$ cat src/rtl/dmem_lsu.sv
// Data memory with load/store unit: byte/half/word stores and sign/zero-extending loads, with alignment and range checks.
// Responses arrive exactly RD_LATENCY cycles after accept, in order; req_ready is low only while INIT clears the array.
module dmem_lsu #(
  parameter int unsigned DEPTH_WORDS = 16,
  parameter logic [31:0] BASE_ADDR   = 32'h1001_0000,
  parameter int unsigned RD_LATENCY  = 1
) (
  input  logic        clk,
  input  logic        rst,
  input  logic        req_valid,
  output logic        req_ready,
  input  logic        req_we,
  input  logic [1:0]  req_size,
  input  logic        req_unsigned,
  input  logic [31:0] req_addr,
  input  logic [31:0] req_wdata,
  output logic        rsp_valid,
  output logic [31:0] rsp_rdata,
  output logic [1:0]  rsp_err
);

  localparam int unsigned IW   = $clog2(DEPTH_WORDS);
  localparam logic [31:0] SPAN = 32'(4 * DEPTH_WORDS);

  typedef enum logic {ST_INIT, ST_RUN} state_t;

  typedef struct packed {
    logic        vld;
    logic [31:0] dat;
    logic [1:0]  err;
  } rsp_t;

  state_t           state_q;
  logic [IW-1:0]    cnt_q;
  logic             ready_q;
  logic [3:0][7:0]  mem_q [DEPTH_WORDS];
  rsp_t             pipe_q [RD_LATENCY];
  rsp_t             pipe_d [RD_LATENCY];

  logic             accept;
  logic             wr_en;
  logic [31:0]      off;
  logic [IW-1:0]    idx;
  logic [1:0]       lane;
  logic [1:0]       err;
  logic [3:0]       be;
  logic [3:0][7:0]  wlanes;
  logic [3:0][7:0]  word;
  logic [7:0]       ld_byte;
  logic [15:0]      ld_half;
  logic [31:0]      ld_res;

  // INIT sweeps every word to zero before the first request can be accepted.
  always_ff @(posedge clk or negedge rst) begin
    if (!rst) begin
      state_q <= ST_INIT;
      cnt_q   <= '0;
      ready_q <= 1'b0;
    end else begin
      case (state_q)
        ST_INIT: begin
          cnt_q <= cnt_q + IW'(1);
          if (cnt_q == IW'(DEPTH_WORDS - 1)) begin
            state_q <= ST_RUN;
            ready_q <= 1'b1;
          end
        end
        default: ready_q <= 1'b1;
      endcase
    end
  end

  assign accept = req_valid & ready_q;

  // Offset wraps for addresses below BASE_ADDR, so one unsigned compare covers both bounds.
  always_comb begin
    off  = req_addr - BASE_ADDR;
    idx  = off[IW+1:2];
    lane = req_addr[1:0];
    err  = 2'b00;
    if (req_size == 2'b11) begin
      err = 2'b11;
    end else if ((req_size == 2'b01 && req_addr[0]) ||
                 (req_size == 2'b10 && req_addr[1:0] != 2'b00)) begin
      err = 2'b01;
    end else if (off >= SPAN) begin
      err = 2'b10;
    end
  end

  always_comb begin
    be     = 4'b0000;
    wlanes = req_wdata;
    case (req_size)
      2'b00: begin
        be     = 4'b0001 << lane;
        wlanes = {4{req_wdata[7:0]}};
      end
      2'b01: begin
        be     = lane[1] ? 4'b1100 : 4'b0011;
        wlanes = {2{req_wdata[15:0]}};
      end
      default: be = 4'b1111;
    endcase
  end

  assign wr_en = accept & req_we & (err == 2'b00);

  always_ff @(posedge clk) begin
    if (state_q == ST_INIT) begin
      mem_q[cnt_q] <= '0;
    end else if (wr_en) begin
      for (int i = 0; i < 4; i++) begin
        if (be[i]) mem_q[idx][i] <= wlanes[i];
      end
    end
  end

  // Reads see the array before this edge's write, i.e. after every earlier-accepted store.
  always_comb begin
    word    = mem_q[idx];
    ld_byte = word[lane];
    ld_half = lane[1] ? word[3:2] : word[1:0];
    case (req_size)
      2'b00:   ld_res = req_unsigned ? {24'h0, ld_byte} : {{24{ld_byte[7]}}, ld_byte};
      2'b01:   ld_res = req_unsigned ? {16'h0, ld_half} : {{16{ld_half[15]}}, ld_half};
      default: ld_res = word;
    endcase
    if (req_we || err != 2'b00) ld_res = '0;
  end

  always_comb begin
    pipe_d[0].vld = accept;
    pipe_d[0].dat = accept ? ld_res : 32'h0;
    pipe_d[0].err = accept ? err : 2'b00;
    for (int i = 1; i < RD_LATENCY; i++) pipe_d[i] = pipe_q[i-1];
  end

  always_ff @(posedge clk or negedge rst) begin
    if (!rst) begin
      for (int i = 0; i < RD_LATENCY; i++) pipe_q[i] <= '0;
    end else begin
      pipe_q <= pipe_d;
    end
  end

  assign req_ready = ready_q;
  assign rsp_valid = pipe_q[RD_LATENCY-1].vld;
  assign rsp_rdata = pipe_q[RD_LATENCY-1].dat;
  assign rsp_err   = pipe_q[RD_LATENCY-1].err;

endmodule

$ cat config.mk
export PLATFORM = sky130hd
export DESIGN_NAME = dmem_lsu
export DESIGN_NICKNAME = d
export VERILOG_FILES = /design/src/rtl/dmem_lsu.sv
export SDC_FILE = /design/constraint.sdc
export NUM_CORES = 1
export LEC_CHECK = 0
export ABC_AREA = 1
export CORE_AREA = 5 5 154 267
export DETAILED_ROUTE_END_ITERATION = 10
export DIE_AREA = 0 0 159 272
export PLACE_DENSITY = 0.79
export SYNTH_ARGS = -nofsm -noshare
export SYNTH_HDL_FRONTEND = slang
export SYNTH_SLANG_ARGS = --single-unit
$ cat constraint.sdc
create_clock -name clk -period 4.45 [get_ports clk]
set_input_delay 0.89 -clock clk [delete_from_list [all_inputs] [get_ports clk]]
set_output_delay 0.89 -clock clk [all_outputs]
set_load 0.05 [all_outputs]
# Yosys cells after proc, flatten, opt, wreduce, memory -nomap -nowiden
# Memories as Yosys holds them, arrays and structs flattened.
# Cells that the tools add are included.
# word_totals
reg_bits,41
word_cells,68
mem_bits_rw,512
in_bits,71
memories,1
# memory_table
name,words,word_bits,rd,rd_clocked_by_memory_dff,wr,line_no,text
mem_q,16,32,1,0,1,36,logic [3:0][7:0] mem_q [DEPTH_WORDS];
# op_classes
add_sub_neg,2
eq_ne,4
shifts,1
n_lt_le_gt_ge,2
bitwise_logic,3
reduce_logical,10
mux,39
# ops
cell,count
2-to-1 mux 32 bit,5
one-hot mux 32 bit (2 select lines),2
">= comparator 32 x 7 -> 1 bit, second input constant",1
OR reduction 32 bit,1
"subtractor 32 x 29 -> 32 bit, second input constant",1
2-to-1 mux 1 bit,21
binary-select mux 8 bit (select 2 bit),1
2-to-1 mux 16 bit,1
2-to-1 mux 4 bit,3
2-to-1 mux 2 bit,4
2-to-1 mux 8 bit,1
one-hot mux 4 bit (2 select lines),1
nonzero test 2 bit,3
"adder 4 x 1 -> 4 bit, second input constant",1
"equality test 2 bit, second input constant",2
"equality test 4 bit, second input constant",1
logical NOT 2 bit,2
"<< shifter 1 x 2 -> 4 bit, first input constant",1
bitwise AND 1 bit,3
"less-than comparator 2 x 3 -> 1 bit, second input constant",1
"equality test 2 x 1 -> 1 bit, second input constant",1
logical AND 1 bit,2
logical OR 1 bit,2

# Depth between registers and ports, before layout
# Gate-level depths: netlist of the first run.
# depth
depth_word,12
depth_mapped,20
depth_no_buf,20

# Worst setup path before layout of the first run
# Ideal clock, no wire load.
# synth_timing
path_kind,in2reg
start,input port req_addr[17]
end,memory mem_q[0][24] (netlist bit) (data pin)
required_time_ps,3960
slack_ps,274
path_stages,14
t_arrival_ps,3686
path_buffers,1
cell_sequence,nor2_1 nand2_1 nor2_2 nand2_2 nand3_1 nand2_1 nor2_2 nand3_2 nor2_4 nand4_1 nand2_2 nor2_2 buf_6 a2111oi_0
# synth_between
elab_chain_len,12
word_cells_on_any_way,21
classes_between,1 x add/sub; 1 x order compare; 16 x mux; 1 x bitwise; 2 x reduce/logical
# synth_rtl
item,line_no,text
"start, declared",15,"input logic [31:0] req_addr,"
subtractor 32 x 29 -> 32 bit *,77,off = req_addr - BASE_ADDR;
>= comparator 32 x 7 -> 1 bit *,86,end else if (off >= SPAN) begin
2-to-1 mux 2 bit *,86,
2-to-1 mux 2 bit *,83,end else if ((req_size == 2'b01 && req_addr[0]) ||
2-to-1 mux 2 bit *,81,if (req_size == 2'b11) begin
logical NOT 2 bit *,107,assign wr_en = accept & req_we & (err == 2'b00);
bitwise AND 1 bit *,107,
2-to-1 mux 1 bit,112,end else if (wr_en) begin
2-to-1 mux 1 bit,110,if (state_q == ST_INIT) begin
2-to-1 mux 1 bit (not written as such),114,if (be[i]) mem_q[idx][i] <= wlanes[i];
OR reduction 32 bit (no source line) *,--,
2-to-1 mux 32 bit (no source line) *,--,
"end, declared",36,
# Mark *: on every way between the ends. The rest lies on a longest branch, timed or not.

# Final worst setup path of the first run
# layout_timing
start,input port req_addr[23]
end,"memory mem_q[4][27] (netlist bit), enable pin"
# layout_between
elab_chain_len,12
word_cells_on_any_way,22
classes_between,1 x add/sub; 1 x order compare; 17 x mux; 1 x bitwise; 2 x reduce/logical
# layout_rtl
item,line_no
subtractor 32 x 29 -> 32 bit *,77
>= comparator 32 x 7 -> 1 bit *,86
2-to-1 mux 2 bit *,86
2-to-1 mux 2 bit *,83
2-to-1 mux 2 bit *,81
logical NOT 2 bit *,107
bitwise AND 1 bit *,107
2-to-1 mux 1 bit,112
2-to-1 mux 1 bit,110
2-to-1 mux 1 bit (not written as such),114
OR reduction 32 bit (no source line),--
2-to-1 mux 4 bit (no source line),--
# Marks and branches as above.

==> out/results.txt, run 1 <==
Post-cts resize count -> 0
TritonCTS clock tree -> built
WL final -> 62.56 mm
Core Footprint -> 38,800 um2
Area delta synth->final -> 16.34%
Routed len/inst -> 24.36 um
Via density -> 6.327
Final period util -> 85.22%
HP Class -> in -> async
Max Buffers Root-to-Sink -> 3
Post-synth EDFFs -> 512
Post-Syn Instances -> 1,882
PD cells -> 391.1 nW/um2
CTS HTree Levels -> 2
IO Pins -> 107
CP cell instances -> clkdlybuf4s50_1 > nor2_1 > nand2_1 > nor2_2 > nand2_2 > nand3_1 > nand2_1 > nor2_2 > nand3_2 > nor2_4 > nand4_1 > nand2_2 > inv_2 > nand2_2 > nand2_1 > nand2_1 > nand2_1 > inv_2 > nand2_1 > nor2_1 > buf_4
Slew headroom -> 19.76%
Skew final -> 0.02498 ns
Startpoint types -> input port
Largest net degree at the start of global routing -> 133
Final Hold Violating Endpoints -> 0
Port Buffers -> 106
1st-pass router iterations -> 6
Layout cells sized above 1 -> 12.08%
ANT nets after route -> 0
Synth Area per Inst -> 12.13 um2
First-pass GRT wire length -> 93.81 mm
Yosys reg bits -> 553
Post-synthesis compound-gate area fraction -> 13.13%
Fmax -> 0.2637 GHz
Endpoint class of the critical path -> register
Worst skew pair latency -> 0.58 ns
Final Max Tran Viols -> 0
Simple-Gate Fraction of Synth Area -> 11.46%
Fin crit period -> 3.792 ns
Die H -> 272 um
Setup bufs post-CTS -> 0
Mapped cell area -> 22,830 um2
Final setup TNS -> 0 ns
Starting Density -> 58.85%
Initial antenna violation count -> 0
Clock Tree Root -> clkbuf_16
Iteration-0 DRC Markers -> 1,953
Clk pin slew, worst setup/hold paths -> 0.07 ns
Final setup violation count -> 0
Run status -> finished clean
Fill cells -> 2,624
Synth Flop Type -> edfxtp_1
Most common cell after layout, fill and taps aside -> edfxtp_1
PnR worst setup slack -> 0.6575 ns
Combinational family with the most area after synthesis -> compound AO/OA/AOI/OAI gates
Synth Area in Adders -> 0.05480%
Static leakage power -> 10.37 nW
Vias -> 16,250
Nets@finish -> 2,116
CP Class -> in -> reg
Async SR Flop Fraction -> 7.414%
Synth Area in XOR/XNOR -> 0.1151%
Grt ovf -> 0
Delay-heaviest family, CP -> simple AND/OR/NAND/NOR gates
Critical path data arrival time -> 4.07 ns
Mux contribution to synthesized area -> 0%
Clock sinks -> 553
GP Congestion -> 0.9226
Post-synth cell types -> 37
Warnings, synthesis -> 0
Pre-CTS setup slack -> 0.1715 ns
Max stage delay on crit path -> 0.45 ns
Max_cap viols -> 0
CP Buf/Inv Count -> 4
Final Power -> 10.39 mW
Max VDD drop -> 0.0002551 V
Post-detail-place hpwl -> 41.20 mm
Total CTS buffers -> 47
RSZ-0062 raised after global routing -> false
Die ar. -> 43,250 um2
Commonest cells after routing, fill and taps aside -> 512 x edfxtp_1, 418 x nor2_1, 273 x o21ai_0
Crit Path Max Fanout -> 8
Diodes inserted -> 0
Post-synth net total -> 1,954
Number of global-route vias before repair -> 16,220
Req. time, crit path -> 4.72 ns
Worst slew pin tran -> 1.199 ns
Post-CTS Hold Buffers -> 0
CP most frequent cell -> nand2_1
Die Wd -> 159 um
Critical-path top delay cell -> clkdlybuf4s50_1
Detailed-route DRC error count -> 0
Overall routing resource usage -> 28.28%
Hold Slack -> 0.4308 ns
Sequential share of the synthesized area -> 71.84%
Rows -> 96
area by class of cell:
| class | count | area [um2] | share of cell area [%] |
|---|---|---|---|
| sequential | 553 | 16400 | 61.75 |
| multi-input combinational | 1130 | 5659 | 21.31 |
| timing repair buffer | 234 | 2073 | 7.806 |
| clock buffer | 58 | 1217 | 4.584 |
| tap | 490 | 613.1 | 2.308 |
| clock inverter | 25 | 299.0 | 1.126 |
| inverter | 78 | 297.8 | 1.121 |
state kept, by name (all words and copies together) (netlist names):
signal / cells
state_q: 1
mem_q: 512
rsp_valid: 1
rsp_err: 2
req_ready: 1
cnt_q: 4
rsp_rdata: 32
worst register-to-register path, delay by kind of cell (launching register included):
kind	cells	cell delay (ns)
simple gates	10	1.81
flops	1	0.42
buf+inv	3	0.36
power breakdown:
| part | leakage, nW | total (mW) | internal [mW] | switching, mW |
|---|---|---|---|---|
| clock network | 0.746 | 4.12 | 2.35 | 1.77 |
| registers | 6.36 | 5.59 | 5.59 | 0.000587 |
| logic | 3.26 | 0.674 | 0.222 | 0.452 |
worst paths after layout:
path / start / end / slack [ns] / depth (start not counted)
setup reg to reg: req_ready$_DFFE_PN0P_ / mem_q[4][27]$_DFFE_PP_ / 1.55 / 13
min in group clk: state_q$_DFF_PN0_ / cnt_q[0]$_DFFE_PN0N_ / 0.58 / 1
max in group asynchronous: rst / rsp_rdata[28]$_DFF_PN0_ / 3.45 / 1
setup / recovery: req_addr[23] / mem_q[4][27]$_DFFE_PP_ / 0.66 / 21
hold / removal: rst / rsp_rdata[17]$_DFF_PN0_ / 0.43 / 1
hold reg to reg: state_q$_DFF_PN0_ / cnt_q[0]$_DFFE_PN0N_ / 0.58 / 1
cells in the mapped netlist (2+ instances only):
| cell | count | area share [%] |
|---|---|---|
| edfxtp_1 | 512 | 67 |
| inv_2 | 9 | 0.15 |
| and2_1 | 2 | 0.055 |
| nand2_2 | 23 | 0.63 |
| a21oi_1 | 24 | 0.53 |
| buf_1 | 6 | 0.099 |
| xor2_1 | 2 | 0.077 |
| nor3_1 | 16 | 0.35 |
| nor2_2 | 9 | 0.25 |
| o21ai_1 | 2 | 0.044 |
| nand3_1 | 44 | 0.96 |
| a211oi_1 | 9 | 0.30 |
| a221oi_1 | 4 | 0.15 |
| o21ai_0 | 273 | 6.0 |
| o221ai_1 | 88 | 3.4 |
| nor2_1 | 418 | 6.9 |
| nor2_4 | 7 | 0.35 |
| nand4_1 | 4 | 0.11 |
| buf_6 | 2 | 0.099 |
| o22ai_1 | 50 | 1.4 |
| o211ai_1 | 31 | 1.0 |
| a31oi_1 | 8 | 0.22 |
| inv_1 | 68 | 1.1 |
| clkbuf_1 | 101 | 1.7 |
| dfrtp_1 | 41 | 4.5 |
| nand2_1 | 107 | 1.8 |
| buf_2 | 12 | 0.26 |
per-stage QoR:
step                      utilization (%)  cells  area (um2)
after global routing                68.46   2568       26560
final                               68.46   2568       26560
after floorplan                         -   1882       22830
after CTS                           68.46   2568       26560
after detailed placement            64.55   2485       25040
after global placement              64.55   2485       25040
metal layers:
metal	routed length [um]	vias up	share of wire [%]	track usage [%]
li1	-	7210	-	-
met2	32060	953	51	49.24
met4	4892	0	7.8	18.36
met1	20310	7872	32	32.51
met5	0	-	0	0
met3	5293	214	8.5	4.194
logic make-up (layout without fill, tap and decap cells):
logic type / after synthesis / in the layout
fa+ha+maj: 1 / 1
xor+xnor: 3 / 3
buf+inv: 199 / 395
flops: 553 / 553
compound gates: 492 / 492
simple gates: 634 / 634
(Power assumes the default switching activity.)
==> run 2, diff against run 1 <==
CORE_AREA = 2 2 151 264   (was 5 5 154 267)
DIE_AREA = 0 0 153 266   (was 0 0 159 272)
==> run 2 against run 1 <==
  * First-iteration DRC count increased by 21%
  * Combinational power increased by 1%
  * Non-clock buffer count increased by 1
  * Sequential power about the same
  * Die area decreased by 5.9%
  * Power decreased by 1.4%
  * Register-to-register slack got worse by 0.13 ns
  * Clock-buffer cell count increased by 9
  * Via count increased by 0.74%
  * Highest routed layer unchanged
==> out/results.txt, run 2 (synthesized netlist as in run 1, its figures left out) <==
Critical path data arrival time -> 4.25 ns (+0.18 ns)
Final setup violation count -> 0 (unchanged)
Core Footprint -> 38,800 um2 (unchanged)
CP Capture Point -> mem_q[4][27]$_DFFE_PP_
Endpoint class of the critical path -> register
Skew final -> 0.01434 ns (-0.01065 ns)
Final Max Tran Viols -> 0 (unchanged)
Finished Cell Area -> 26,550 um2 (about the same)
Inst Count DP -> 2,486 (+0.040%)
Top reg by flops -> mem_q
Initial antenna violation count -> 0 (unchanged)
Final core occ -> 68.43% (about the same)
Slew headroom -> 14.92% (-4.8 points)
Layout cells sized above 1 -> 12.21% (+0.13 points)
Critical-path top delay cell -> clkdlybuf4s50_1
Static leakage power -> 10.35 nW (-0.14%)
1st-pass router iterations -> 6 (unchanged)
Reg-to-reg endpoint -> mem_q[4][27]$_DFFE_PP_
Detailed-route DRC error count -> 0 (unchanged)
Via density -> 6.367 (+0.63%)
Worst slew pin tran -> 1.272 ns (+0.07233 ns)
Fmax -> 0.2509 GHz (-4.8%)
Max Buffers Root-to-Sink -> 3 (unchanged)
ANT nets after route -> 0 (unchanged)
Iteration-0 DRC Markers -> 2,364 (+21%)
RSZ-0062 raised after global routing -> false
Post-cts resize count -> 0 (unchanged)
First-pass GRT wire length -> 94.37 mm (+0.60%)
Final period util -> 89.56% (+4.3 points)
TritonCTS clock tree -> built
Dpl cell area -> 25,080 um2 (+0.13%)
Setup bufs post-CTS -> 0 (unchanged)
Overall routing resource usage -> 30.85% (+2.6 points)
PD cells -> 385.9 nW/um2 (-1.3%)
Vias -> 16,370 (+0.74%)
Die Wd -> 153 um (-3.8%)
Routed len/inst -> 24.56 um (+0.82%)
Fin crit period -> 3.986 ns (+0.1931 ns)
Run status -> finished clean
Rows -> 96 (unchanged)
Worst skew pair latency -> 0.57 ns (about the same)
IO Pins -> 107 (unchanged)
Commonest cells after routing, fill and taps aside -> 512 x edfxtp_1, 418 x nor2_1, 273 x o21ai_0
Die H -> 266 um (-2.2%)
Worst R2R Path Depth -> 13 (unchanged)
GP Congestion -> 0.9440 (+2.3%)
Nets@finish -> 2,117 (+0.047%)
CTS HTree Levels -> 2 (unchanged)
Area delta synth->final -> 16.28% (about the same)
HP Class -> in -> async
Clock sinks -> 553 (unchanged)
Final Power -> 10.25 mW (-1.4%)
Max VDD drop -> 0.0002751 V (+7.8%)
CP most frequent cell -> nand2_1
Post-CTS Hold Buffers -> 0 (unchanged)
Critical Path Start -> req_addr[21]
Clock Tree Root -> clkbuf_16
Port Buffers -> 106 (unchanged)
Final setup TNS -> 0 ns (unchanged)
Number of global-route vias before repair -> 16,120 (-0.62%)
Diodes inserted -> 0 (unchanged)
Grt ovf -> 0 (unchanged)
Startpoint types -> input port
Clk pin slew, worst setup/hold paths -> 0.07 ns (about the same)
Max FFs per register -> 512 (unchanged)
Final Hold Violating Endpoints -> 0 (unchanged)
Crit Path Max Fanout -> 36 (+28)
Most common cell after layout, fill and taps aside -> edfxtp_1
Starting Density -> 58.85% (unchanged)
Post-detail-place hpwl -> 41.13 mm (-0.16%)
CP cell instances -> clkdlybuf4s50_1 > nor2_1 > nand3_1 > o21ai_0 > nand2_1 > nand2_1 > nor2_2 > nand3_2 > nor2_4 > nand4_1 > nand2_2 > nor2_2 > buf_12 > nand2_1 > nand2_1 > nand2_1 > inv_2 > nand2_1 > nor2_1 > buf_4
Die ar. -> 40,700 um2 (-5.9%)
Max_cap viols -> 0 (unchanged)
Fill cells -> 2,674 (+1.9%)
CP Class -> in -> reg
Largest net degree at the start of global routing -> 85 (-36%)
Total CTS buffers -> 47 (unchanged)
R2R Setup Slk -> 1.42 ns (-0.13 ns)
Max stage delay on crit path -> 0.44 ns (about the same)
R2R Path Start -> state_q$_DFF_PN0_
Finished Layout Cells -> 2,571 (+0.12%)
WL final -> 63.15 mm (+0.94%)
Req. time, crit path -> 4.72 ns (about the same)
[run 2: cell count changes in the layout (fill, tap and decap cells not counted), sizes merged]
| cell | change |
|---|---|
| buf | +1 |
| clkinv | -4 |
| clkinvlp | +3 |
| clkbuf | +9 |
| bufinv | -6 |
[run 2: area by class of cell]
cell class / count / area [um2] / share of cell area, %
flip-flops and latches: 553 / 16400 / 61.78
multi-input cells: 1130 / 5659 / 21.32
repair buffers: 235 / 2106 / 7.932
clock buffers: 67 / 1345 / 5.066
well taps: 490 / 613.1 / 2.309
inverters: 78 / 297.8 / 1.122
clock inverters: 18 / 126.4 / 0.4760
[run 2: power breakdown]
part | total [mW] | internal, mW | switching, mW
logic | 0.683 | 0.223 | 0.460
clock network | 3.97 | 2.17 | 1.80
registers | 5.59 | 5.59 | 0.000712
[run 2: worst max-delay path, delay by kind of cell]
family | cells | cell delay (ns)
AO/OA/AOI/OAI | 1 | 0.20
buffers and inverters | 4 | 0.99
AND/OR/NAND/NOR | 15 | 2.15
[run 2: worst min path at each step]
stage,startpoint,endpoint,cells past startpoint
floorplan,cnt_q[3]$_DFFE_PN0N_,state_q$_DFF_PN0_,2
global placement,state_q$_DFF_PN0_,cnt_q[0]$_DFFE_PN0N_,1
detailed placement,cnt_q[2]$_DFFE_PN0N_,cnt_q[2]$_DFFE_PN0N_,2
CTS,rst,rsp_rdata[20]$_DFF_PN0_,1
global route,rst,rsp_rdata[20]$_DFF_PN0_,1
finish,rst,rsp_rdata[20]$_DFF_PN0_,1
[run 2: per-layer routing]
metal / GRT usage [%] / up-vias / part of all wire [%]
met1: 36.13 / 7920 / 33
met4: 20.82 / 0 / 7.7
met3: 4.489 / 229 / 8.7
met2: 52.84 / 1025 / 51
met5: 0 / - / 0
li1: - / 7196 / -
[run 2: per-stage QoR]
stage,worst slack (ns),hold WS [ns]
6_report,0.4644,0.4525
5_1_grt,0.2326,0.5287
4_1_cts,0.5866,0.4551
3_5_place_dp,0.02698,0.5494
3_3_place_gp,0.1161,0.5419
2_1_floorplan,0.2743,0.5029
==> run 3, diff against run 2 <==
CORE_AREA = 2 2 199 201   (was 2 2 151 264)
DIE_AREA = 0 0 201 203   (was 0 0 153 266)
==> run 3 against run 2 <==
  * Cell count up 1.6%
  * First-iteration DRC count fell by 21%
  * Maximum frequency rose by 5.6%
  * Sequential power hardly changed
  * Clock-buffer cell count down 1
  * Critical endpoint is now mem_q[5][21]$_DFFE_PP_
  * Sequential share of layout area down 0.51 points
  * Largest power group unchanged
  * Non-clock buffer count is 7 higher
==> out/results.txt, run 3 (synthesized netlist as in run 1, its figures left out) <==
First-pass GRT wire length -> 93.97 mm (-0.42%)
Net switching power -> 2.282 mW (+1.0%)
Post-cts resize count -> 0 (unchanged)
Final period util -> 84.79% (-4.8 points)
Static leakage power -> 10.45 nW (+0.96%)
Starting Density -> 59.35% (+0.51 points)
Global route hottest layer -> met2
Area delta synth->final -> 17.26%
Top reg by flops -> mem_q
Largest net degree at the start of global routing -> 80 (-5.9%)
Max Buffers Root-to-Sink -> 3 (unchanged)
Max_cap viols -> 0 (unchanged)
R2R Path Start -> state_q$_DFF_PN0_
Nets@finish -> 2,130 (+0.61%)
Run status -> finished clean
Most common cell after layout, fill and taps aside -> edfxtp_1
PD cells -> 390.5 nW/um2 (+1.2%)
CTS HTree Levels -> 2 (unchanged)
Die ar. -> 40,800 um2 (+0.26%)
Final setup TNS -> 0 ns (unchanged)
Final setup violation count -> 0 (unchanged)
Initial antenna violation count -> 0 (unchanged)
Fmax -> 0.2650 GHz (+5.6%)
CP Class -> in -> reg
RSZ-0062 raised after global routing -> false
GP Congestion -> 0.9618 (+1.9%)
HP Class -> in -> async
Final core occ -> 69.59% (+1.2 points)
Fin crit period -> 3.773 ns (-0.2122 ns)
R2R Setup Slk -> 1.63 ns (+0.21 ns)
Grt ovf -> 0 (unchanged)
Setup bufs post-CTS -> 0 (unchanged)
Die Wd -> 201 um (+31%)
Reg-to-reg endpoint -> mem_q[4][7]$_DFFE_PP_
Worst R2R Path Depth -> 12 (-1)
Port Buffers -> 106 (unchanged)
Seq. cell area -> 16,400 um2 (unchanged)
Total CTS buffers -> 53 (+13%)
Multi-input combinational cell area -> 5664 um2 (about the same)
Clk pin slew, worst setup/hold paths -> 0.06 ns (about the same)
Clock sinks -> 553 (unchanged)
Pint -> 8.171 mW (+2.3%)
Worst slew pin tran -> 1.192 ns (-0.07908 ns)
Reg power frac -> 53.5% (-1.1 points)
WL final -> 62.34 mm (-1.3%)
Via density -> 6.340 (-0.43%)
Met2 usage -> 48.76% (-4.1 points)
Number of global-route vias before repair -> 16,140 (+0.14%)
Skew final -> 0.01401 ns (-0.0003264 ns)
Commonest cells after routing, fill and taps aside -> 512 x edfxtp_1, 418 x nor2_1, 273 x o21ai_0
GR Layer Usage met1 -> 39.79% (+3.7 points)
Overall routing resource usage -> 30.68% (-0.17 points)
Combinational power share -> 6.5% (-0.2 points)
Sw frac -> 21.83% (-0.22 points)
Layout cells sized above 1 -> 12.47% (+0.26 points)
Startpoint types -> input port
Routed len/inst -> 23.88 um (-2.8%)
Clk pwr share -> 40.0% (+1.3 points)
Fill cells -> 2,593 (-3.0%)
Diodes inserted -> 0 (unchanged)
Vias -> 16,550 (+1.1%)
1st-pass router iterations -> 8 (+2)
Final Max Tran Viols -> 0 (unchanged)
TritonCTS clock tree -> built
Core Footprint -> 38,470 um2 (-0.85%)
IO Pins -> 107 (unchanged)
Post-CTS Hold Buffers -> 0 (unchanged)
Clock Tree Root -> clkbuf_16
Endpoint class of the critical path -> register
Die H -> 203 um (-24%)
Final Hold Violating Endpoints -> 0 (unchanged)
Post-detail-place hpwl -> 40.04 mm (-2.7%)
Crit Path Max Fanout -> 28 (-22%)
Worst skew pair latency -> 0.60 ns (+0.03 ns)
Rows -> 72 (-25%)
Critical path data arrival time -> 4.07 ns (-0.18 ns)
Iteration-0 DRC Markers -> 1,865 (-21%)
Max VDD drop -> 0.0003475 V (+26%)
Slew headroom -> 20.13% (+5.2 points)
Routing usage on met3 -> 7.881% (+3.4 points)
ANT nets after route -> 0 (unchanged)
Req. time, crit path -> 4.75 ns (+0.03 ns)
Max FFs per register -> 512 (unchanged)
Detailed-route DRC error count -> 0 (unchanged)
[run 3: cell count changes in the layout (fill, tap and decap cells not counted), moves of 2 or more]
cell        delta
buf_12         +2
clkbuf_1       -3
clkinv_4       -2
clkinvlp_4     -3
clkbuf_16      +5
buf_4          +5
clkbuf_8       -3
clkinv_2       +2
clkinv_1      +10
[run 3: worst max-delay path by stage]
stage | from | end | slack [ns] | depth (start not counted)
floorplan | req_addr[17] | mem_q[0][24]$_DFFE_PP_ | 0.27 | 14
global placement | req_addr[21] | mem_q[5][3]$_DFFE_PP_ | 0.21 | 20
detailed placement | req_addr[21] | mem_q[5][24]$_DFFE_PP_ | 0.16 | 20
CTS | req_addr[21] | mem_q[5][6]$_DFFE_PP_ | 0.73 | 20
global route | req_addr[21] | mem_q[5][14]$_DFFE_PP_ | 0.45 | 20
finish | req_addr[21] | mem_q[5][21]$_DFFE_PP_ | 0.68 | 20
[run 3: stage by stage]
| stage | setup WS (ns) | cell area, um2 | hold WS (ns) | std cells | total power [mW] |
|---|---|---|---|---|---|
| finish | 0.6767 | 26770 | 0.4401 | 2611 | 10.45 |
| global route | 0.4525 | 26770 | 0.5143 | 2611 | 10.70 |
| CTS | 0.7343 | 26770 | 0.4588 | 2611 | 10.45 |
| detailed placement | 0.1558 | 25200 | 0.5116 | 2521 | 6.358 |
| global placement | 0.2088 | 25200 | 0.5001 | 2521 | 6.343 |
| floorplan | 0.2743 | 22830 | 0.5029 | 1882 | 6.079 |
[run 3: worst max-delay path, stage by stage]
cell and delay [ns]:
clkdlybuf4s50_1 0.45, nor2_1 0.18, nand3_1 0.18, nand2_1 0.09, nand2_1 0.05, nor2_1 0.09
nand2_1 0.06, nor2_2 0.10, nand3_2 0.15, nor2_4 0.19, nand4_1 0.15, nand2_2 0.16
nor2_2 0.10, buf_12 0.17, nor2_1 0.09, nor2_1 0.06, nor2_2 0.23, nand2_2 0.27
nor2_1 0.21, buf_4 0.20
[run 3: power by group through the flow]
stage | registers [mW] | clock network, mW | logic [mW]
2_1_floorplan | 5.71 | 0 | 0.366
5_1_grt | 5.59 | 4.38 | 0.721
3_5_place_dp | 5.71 | 0 | 0.651
6_report | 5.60 | 4.18 | 0.678
4_1_cts | 5.60 | 4.19 | 0.658
3_3_place_gp | 5.71 | 0 | 0.637
[run 3: cell type report]
class                           instances  area share [%]
Sequential cell                       553           61.26
Multi-Input combinational cell       1130           21.16
Timing Repair Buffer                  242           8.156
Clock buffer                           66           5.295
Tap cell                              518           2.421
Inverter                               78           1.117
Clock inverter                         24          0.5889
[run 3: per-layer routing]
| metal | wire, um | vias to the layer above |
|---|---|---|
| li1 | - | 7233 |
| met3 | 8012 | 200 |
| met1 | 22000 | 7977 |
| met5 | 0 | - |
| met2 | 29390 | 1143 |
| met4 | 2934 | 0 |
